### config.mk
export PLATFORM = sky130hd
export DESIGN_NAME = flit_inject_arbiter_flat
export DESIGN_NICKNAME = d
export VERILOG_FILES = /design/src/rtl/flit_inject_arbiter_if.sv /design/src/rtl/flit_inject_arbiter.sv /design/src/flat_wrapper.sv
export SDC_FILE = /design/constraint.sdc
export NUM_CORES = 1
export LEC_CHECK = 0
export BUFFER_PORTS_ARGS = -buffer_cell sky130_fd_sc_hd__clkbuf_2
export CAP_MARGIN = 20
export CORE_MARGIN = 3
export CORE_UTILIZATION = 40
export DETAILED_ROUTE_END_ITERATION = 8
export PLACE_DENSITY = 0.7
export SLEW_MARGIN = 5
export SYNTH_ARGS = -nofsm -noshare
export SYNTH_HDL_FRONTEND = slang
export SYNTH_SLANG_ARGS = --single-unit
### constraint.sdc
create_clock -name clk -period 1.85 [get_ports clk]
set_input_delay 0.37 -clock clk [delete_from_list [all_inputs] [get_ports clk]]
set_output_delay 0.37 -clock clk [all_outputs]
set_load 0.02 [all_outputs]
### src/rtl/flit_inject_arbiter_if.sv
// rtl/flit_inject_arbiter_if.sv - producer/network handshake bundle for the flit injection arbiter
interface flit_inject_arbiter_if #(
  parameter int NODE_COUNT      = 16,
  parameter int PACKET_ID_WIDTH = 5,
  parameter int NUM_SRC         = 2
);
  localparam int FLIT_W = 1 + 2 * $clog2(NODE_COUNT) + 16 + 3 + PACKET_ID_WIDTH + 2;
  localparam int OWN_W  = $clog2(NUM_SRC);

  logic [NUM_SRC*FLIT_W-1:0] src_flits;
  logic [NUM_SRC-1:0]        src_ready;
  logic                      net_ready;
  logic [FLIT_W-1:0]         flit_out;
  logic [OWN_W-1:0]          owner;
  logic                      busy;
  logic                      proto_err;

  modport master (
    output src_flits, net_ready,
    input  src_ready, flit_out, owner, busy, proto_err
  );

  modport slave (
    input  src_flits, net_ready,
    output src_ready, flit_out, owner, busy, proto_err
  );
endinterface

### src/rtl/flit_inject_arbiter.sv
// rtl/flit_inject_arbiter.sv - round-robin packet-atomic arbiter for a shared flit injection port
module flit_inject_arbiter #(
  parameter int NODE_COUNT      = 16,
  parameter int PACKET_ID_WIDTH = 5,
  parameter int NUM_SRC         = 2,
  parameter int MAX_PKT_FLITS   = 8
) (
  input logic                 clk,
  input logic                 rst,
  flit_inject_arbiter_if.slave bus
);
  localparam int FLIT_W = 1 + 2 * $clog2(NODE_COUNT) + 16 + 3 + PACKET_ID_WIDTH + 2;
  localparam int OWN_W  = $clog2(NUM_SRC);
  localparam int CNT_W  = $clog2(MAX_PKT_FLITS + 1);

  typedef enum logic {S_IDLE, S_LOCKED} state_t;

  state_t             r_state;
  logic [OWN_W-1:0]   r_owner;
  logic [OWN_W-1:0]   r_rr;
  logic [CNT_W-1:0]   r_cnt;
  logic               r_busy;
  logic               r_perr;
  logic [FLIT_W-1:0]  r_flit;

  logic [FLIT_W-1:0]  w_flit [NUM_SRC];
  logic [NUM_SRC-1:0] w_valid;
  logic [NUM_SRC-1:0] w_is_head;
  logic               w_out_free;
  logic               w_head_any;
  logic               w_orph_any;
  logic [OWN_W-1:0]   w_head_sel;
  logic [OWN_W-1:0]   w_orph_sel;
  logic [OWN_W-1:0]   w_pos;
  logic [OWN_W-1:0]   w_sel;
  logic               w_acc;
  logic               w_fwd;
  logic [NUM_SRC-1:0] w_ready;
  logic [1:0]         w_type;
  logic [CNT_W-1:0]   w_cnt_inc;
  int                 w_idx;

  function automatic logic [OWN_W-1:0] f_next(input logic [OWN_W-1:0] i);
    if (int'(i) == NUM_SRC - 1) return '0;
    return i + 1'b1;
  endfunction

  // Unpack per-source flits; type bit 0 set means head or single (a packet opener)
  always_comb begin
    for (int i = 0; i < NUM_SRC; i++) begin
      w_flit[i]    = bus.src_flits[i*FLIT_W +: FLIT_W];
      w_valid[i]   = w_flit[i][FLIT_W-1];
      w_is_head[i] = w_flit[i][0];
    end
  end

  assign w_out_free = !r_flit[FLIT_W-1] || bus.net_ready;

  // Scan from the round-robin pointer for the first opener and the first orphan body/tail
  always_comb begin
    w_head_any = 1'b0;
    w_orph_any = 1'b0;
    w_head_sel = '0;
    w_orph_sel = '0;
    w_idx      = 0;
    w_pos      = '0;
    for (int k = 0; k < NUM_SRC; k++) begin
      w_idx = int'(r_rr) + k;
      if (w_idx >= NUM_SRC) w_idx = w_idx - NUM_SRC;
      w_pos = OWN_W'(w_idx);
      if (w_valid[w_pos] && w_is_head[w_pos] && !w_head_any) begin
        w_head_any = 1'b1;
        w_head_sel = w_pos;
      end
      if (w_valid[w_pos] && !w_is_head[w_pos] && !w_orph_any) begin
        w_orph_any = 1'b1;
        w_orph_sel = w_pos;
      end
    end
  end

  // Pick the source served this cycle: the owner while locked, else an opener, else an orphan to drop
  always_comb begin
    w_sel   = r_owner;
    w_acc   = 1'b0;
    w_fwd   = 1'b0;
    w_ready = '0;
    if (r_state == S_LOCKED) begin
      w_acc = w_out_free && w_valid[r_owner];
      w_fwd = 1'b1;
    end else if (w_head_any) begin
      w_sel = w_head_sel;
      w_acc = w_out_free;
      w_fwd = 1'b1;
    end else if (w_orph_any) begin
      w_sel = w_orph_sel;
      w_acc = w_out_free;
    end
    if (w_acc && !rst) w_ready[w_sel] = 1'b1;
  end

  assign w_type    = w_flit[w_sel][1:0];
  assign w_cnt_inc = r_cnt + 1'b1;

  // Output slot: refill whenever it frees, with the forwarded flit or an empty bubble
  always_ff @(posedge clk or posedge rst) begin
    if (rst) begin
      r_flit <= '0;
    end else if (w_out_free) begin
      r_flit <= (w_acc && w_fwd) ? w_flit[w_sel] : '0;
    end
  end

  // Packet lock FSM: ownership, round-robin pointer, length watchdog and sticky error flag
  always_ff @(posedge clk or posedge rst) begin
    if (rst) begin
      r_state <= S_IDLE;
      r_owner <= '0;
      r_rr    <= '0;
      r_cnt   <= '0;
      r_busy  <= 1'b0;
      r_perr  <= 1'b0;
    end else if (w_acc) begin
      case (r_state)
        S_IDLE: begin
          if (!w_fwd) begin
            r_perr <= 1'b1;
          end else if (w_type == 2'b01) begin
            r_state <= S_LOCKED;
            r_owner <= w_sel;
            r_cnt   <= CNT_W'(1);
            r_busy  <= 1'b1;
          end else begin
            r_rr <= f_next(w_sel);
          end
        end
        default: begin
          if (w_type == 2'b10) begin
            r_state <= S_IDLE;
            r_busy  <= 1'b0;
            r_rr    <= f_next(r_owner);
          end else if (w_type == 2'b01) begin
            r_perr <= 1'b1;
            r_cnt  <= CNT_W'(1);
          end else begin
            if (w_type == 2'b11) r_perr <= 1'b1;
            r_cnt <= w_cnt_inc;
            if (w_cnt_inc >= CNT_W'(MAX_PKT_FLITS)) begin
              r_perr  <= 1'b1;
              r_state <= S_IDLE;
              r_busy  <= 1'b0;
              r_rr    <= f_next(r_owner);
            end
          end
        end
      endcase
    end
  end

  assign bus.src_ready = w_ready;
  assign bus.flit_out  = r_flit;
  assign bus.owner     = r_owner;
  assign bus.busy      = r_busy;
  assign bus.proto_err = r_perr;
endmodule

### src/flat_wrapper.sv
// flat-port wrapper written by rule: the top's interface ports become plain ports
module flit_inject_arbiter_flat 
#(
  parameter int NODE_COUNT      = 16,
  parameter int PACKET_ID_WIDTH = 5,
  parameter int NUM_SRC         = 2,
  parameter int MAX_PKT_FLITS   = 8
)
  (clk, rst, bus_src_flits, bus_net_ready, bus_src_ready, bus_flit_out, bus_owner, bus_busy, bus_proto_err);
  flit_inject_arbiter_if #(.NODE_COUNT(NODE_COUNT), .PACKET_ID_WIDTH(PACKET_ID_WIDTH), .NUM_SRC(NUM_SRC)) bus_i ();
  input logic clk;
  input logic rst;
  input wire logic [$bits(bus_i.src_flits)-1:0] bus_src_flits;
  input wire logic [$bits(bus_i.net_ready)-1:0] bus_net_ready;
  output wire logic [$bits(bus_i.src_ready)-1:0] bus_src_ready;
  output wire logic [$bits(bus_i.flit_out)-1:0] bus_flit_out;
  output wire logic [$bits(bus_i.owner)-1:0] bus_owner;
  output wire logic [$bits(bus_i.busy)-1:0] bus_busy;
  output wire logic [$bits(bus_i.proto_err)-1:0] bus_proto_err;
  assign bus_i.src_flits = bus_src_flits;
  assign bus_i.net_ready = bus_net_ready;
  assign bus_src_ready = bus_i.src_ready;
  assign bus_flit_out = bus_i.flit_out;
  assign bus_owner = bus_i.owner;
  assign bus_busy = bus_i.busy;
  assign bus_proto_err = bus_i.proto_err;
  flit_inject_arbiter #(.NODE_COUNT(NODE_COUNT), .PACKET_ID_WIDTH(PACKET_ID_WIDTH), .NUM_SRC(NUM_SRC), .MAX_PKT_FLITS(MAX_PKT_FLITS)) u_core (.clk(clk), .rst(rst), .bus(bus_i));
endmodule
==> run summary <==
Clock group share of total power: 9.6%
Multi-input logic area: 1276 µm²
Core ar.: 5642 µm²
Sw Pwr: 0.002591 W
Power Density: 1715 nW/µm²
Max frequency: 493.1 MHz
Pleak: 1.814 nW
Via density: 5.002
Layout Cells excl Fill: 448
Clock skew: 0.003358 ns
H-tree depth: 2
Crit Path Max Fanout: 5
Kind of critical path: reg2out
Pin count of the biggest net entering global routing: 45
Switching portion of total power: 43.88%
Synth Cell Area: 2400 µm²
Clock Tree Buf Depth: 2
ANT cells: 0
Final worst path period need: 2.028 ns
Status: finished, violations left
CP Capture Type: output pin
Final hold vios: 0
Clk_lat worst skew: 0.29 ns
Die Ht: 83.46 µm
Actual transition at the worst max-transition pin: 0.4208 ns
Comb pwr share: 61.7%
GRT overflow: 0
Layout cells sized above 1: 47.87%
Reg power frac: 28.7%
Synth Register Bits: 44
Clk sinks: 44
Post-detail-place hpwl: 4941 µm
RSZ-0062 raised after global routing: yes
DRC viols: 0
Setup-violating endpoint count in the final report: 3
Initial core utilization: 42.54%
Number of synthesized flops with an enable pin: 0
Worst hold path class: in2async
Area post-placement: 3234 µm²
CP Launch Type: flop
Vias: 2241
Synth Net Count: 314
Setup WS pre-CTS: -0.004357 ns
Ys Warns: 0
Cells after DPL: 432
Fillers: 506
Final wirelength: 6352 µm
Power Internal: 0.003313 W
Site row count: 27
Die X-Extent: 83.46 µm
Register area share after synthesis: 45.88%
Post-synthesis average cell area: 9.999 µm²
Primary FF master, synth: dfrtp_1
Initial antenna violation count: 0
# IOs: 113
Gr usage total: 18.96%
Final RePlAce weighted congestion: 0.9373
Critical path data required time: 1.48 ns
First-pass GRT wire length: 10890 µm
Count of input and output buffers: 112
Worst Hold Slack: 0.1527 ns
CTS buffer count: 5
Vias in the first global route: 2313
Routed Antenna Nets: 0
Slew Limit Headroom: 71.85%
CTS Root Cell: clkbuf_8
Register area: 1104 µm²
Layout Utilization: 61.03%
Area delta synth->final: 43.48%
CTS clk-pin slew, worst paths: 0.08 ns
Layout Nets: 450
Slew Limit Fails: 0
DRT Pass-1 Iters: 4
Yosys cell types: 48
Maximum vdd drop: 683.9 µV
Synth async-reset ratio: 100.0%
CP arrival: 1.66 ns
Die Area: 6965 µm²
Final instance area: 3443 µm²
Post-Syn Instances: 240
Fin crit share: 109.6%
Cts hold-fix bufs: 0
TritonCTS clock tree: done
WL per Instance: 14.18 µm
Iteration-0 DRC Markers: 95
Failing checks: negative setup slack
Max-Cap Viols: 0
Worst setup margin: -0.1781 ns
R2R depth: 6
==> path summary, 6_finish.rpt <==
path | startpoint | to | slack (ns)
worst max-delay path | u_core.r_state$_DFFE_PP0P_ | bus_src_ready[1] | -0.18
worst min-delay path | rst | u_core.bus.owner$_DFFE_PP0P_ | 0.15
worst max register to register | u_core.bus.owner$_DFFE_PP0P_ | u_core.r_cnt[3]$_DFFE_PP0P_ | 0
worst min register to register | u_core.bus.flit_out[6]$_DFFE_PP0N_ | u_core.bus.flit_out[6]$_DFFE_PP0N_ | 0.48
max in group asynchronous | rst | u_core.bus.flit_out[5]$_DFFE_PP0N_ | 1.48
min in group clk | bus_src_flits[21] | u_core.bus.flit_out[21]$_DFFE_PP0N_ | 0.35
==> cell type report <==
cell class / count / area share [%]
Sequential cell: 44 / 32.05
Clock buffer: 5 / 1.999
Multi-Input combinational cell: 174 / 37.06
Inverter: 7 / 0.8358
Timing Repair Buffer: 144 / 25.07
Clock inverter: 2 / 0.3634
Tap cell: 72 / 2.616
==> through the flow <==
step | total power, W | TNS, ns
final | 0.005904 | -0.3531
after floorplan | 0.003965 | -0.04903
after CTS | 0.005858 | -0.3530
after global routing | 0.006362 | -0.6785
after global placement | 0.005107 | 0
after detailed placement | 0.005153 | -0.004357
==> power by group through the flow <==
stage	sequential (W)	clock, W	combinational, W
2_1_floorplan	0.00219	0	0.00178
3_3_place_gp	0.00172	0	0.00339
3_5_place_dp	0.00172	0	0.00343
4_1_cts	0.00169	0.000600	0.00357
5_1_grt	0.00177	0.000645	0.00395
6_report	0.00169	0.000565	0.00364
==> critical path, cell delays in order, from the launching register on <==
cell	delay, ns
dfrtp_2	0.45
buf_6	0.14
a221o_1	0.37
nor4_2	0.23
buf_4	0.19
==> state kept, by name (all words and copies together) (netlist names) <==
register,flops
u_core.bus.busy,1
u_core.bus.owner,1
u_core.bus.flit_out,35
u_core.bus.proto_err,1
u_core.r_state,1
u_core.r_cnt,4
u_core.r_rr,1
==> cell usage in the layout (no fill, tap or decap), types with 2 or more instances in the layout <==
master / n
nand2b_4: 2
o21ai_0: 10
mux2i_1: 37
a21oi_1: 3
nor3b_2: 2
nand2b_1: 4
dfrtp_1: 42
nor2b_4: 2
clkbuf_8: 5
dfrtp_2: 2
nor3_1: 2
inv_2: 2
buf_4: 28
nor2_1: 3
clkbuf_2: 110
buf_12: 4
o211ai_1: 3
o21ai_1: 29
buf_6: 2
inv_1: 4
a22o_1: 2
o21ai_2: 2
or2_2: 2
nand3_1: 2
nand2_1: 34
nor2b_1: 2
==> timing repair <==
item | 4_1_cts | 5_1_grt
setup endpoints to repair | 2 | 9
buffers inserted | 5 | 5
resized for setup | 9 | 13
pin swaps | 2 | 8
==> routing by layer <==
layer	global-route usage, %	vias to the layer above	part of all wire (%)
met1	23.67	1043	42
met3	3.850	6	4.5
li1	-	1123	-
met2	33.67	69	53
met4	4.532	0	0.93
met5	0	-	0
==> Yosys cell counts, types with 2 or more instances <==
library cell / instances / share of area, %
nor3_1: 3 / 0.63
o211ai_1: 3 / 0.94
nor3b_1: 2 / 0.63
dfrtp_1: 44 / 46
nand2_1: 34 / 5.3
o21ai_1: 28 / 5.8
nor2b_1: 5 / 1.3
nor2_1: 3 / 0.47
nor4_1: 2 / 0.52
a211oi_1: 2 / 0.63
nand2b_1: 6 / 1.6
nand3_1: 2 / 0.42
buf_4: 3 / 0.94
mux2i_1: 38 / 16
buf_6: 2 / 0.94
buf_2: 3 / 0.63
inv_1: 7 / 1.1
a21oi_1: 4 / 0.83
clkbuf_1: 7 / 1.1
o21ai_2: 2 / 0.73
o21ai_0: 11 / 2.3
a22o_1: 2 / 0.73
or2_2: 2 / 0.52
==> cell families after synthesis <==
family / count (synthesis) / synth area share, %
simple gates: 67 / 14.13
compound gates: 66 / 17.94
flops: 44 / 45.88
xor+xnor: 1 / 0.3650
buf+inv: 22 / 4.692
mux: 39 / 16.48
fa+ha+maj: 1 / 0.5213
Note: power is estimated with default switching activity, not from simulation.
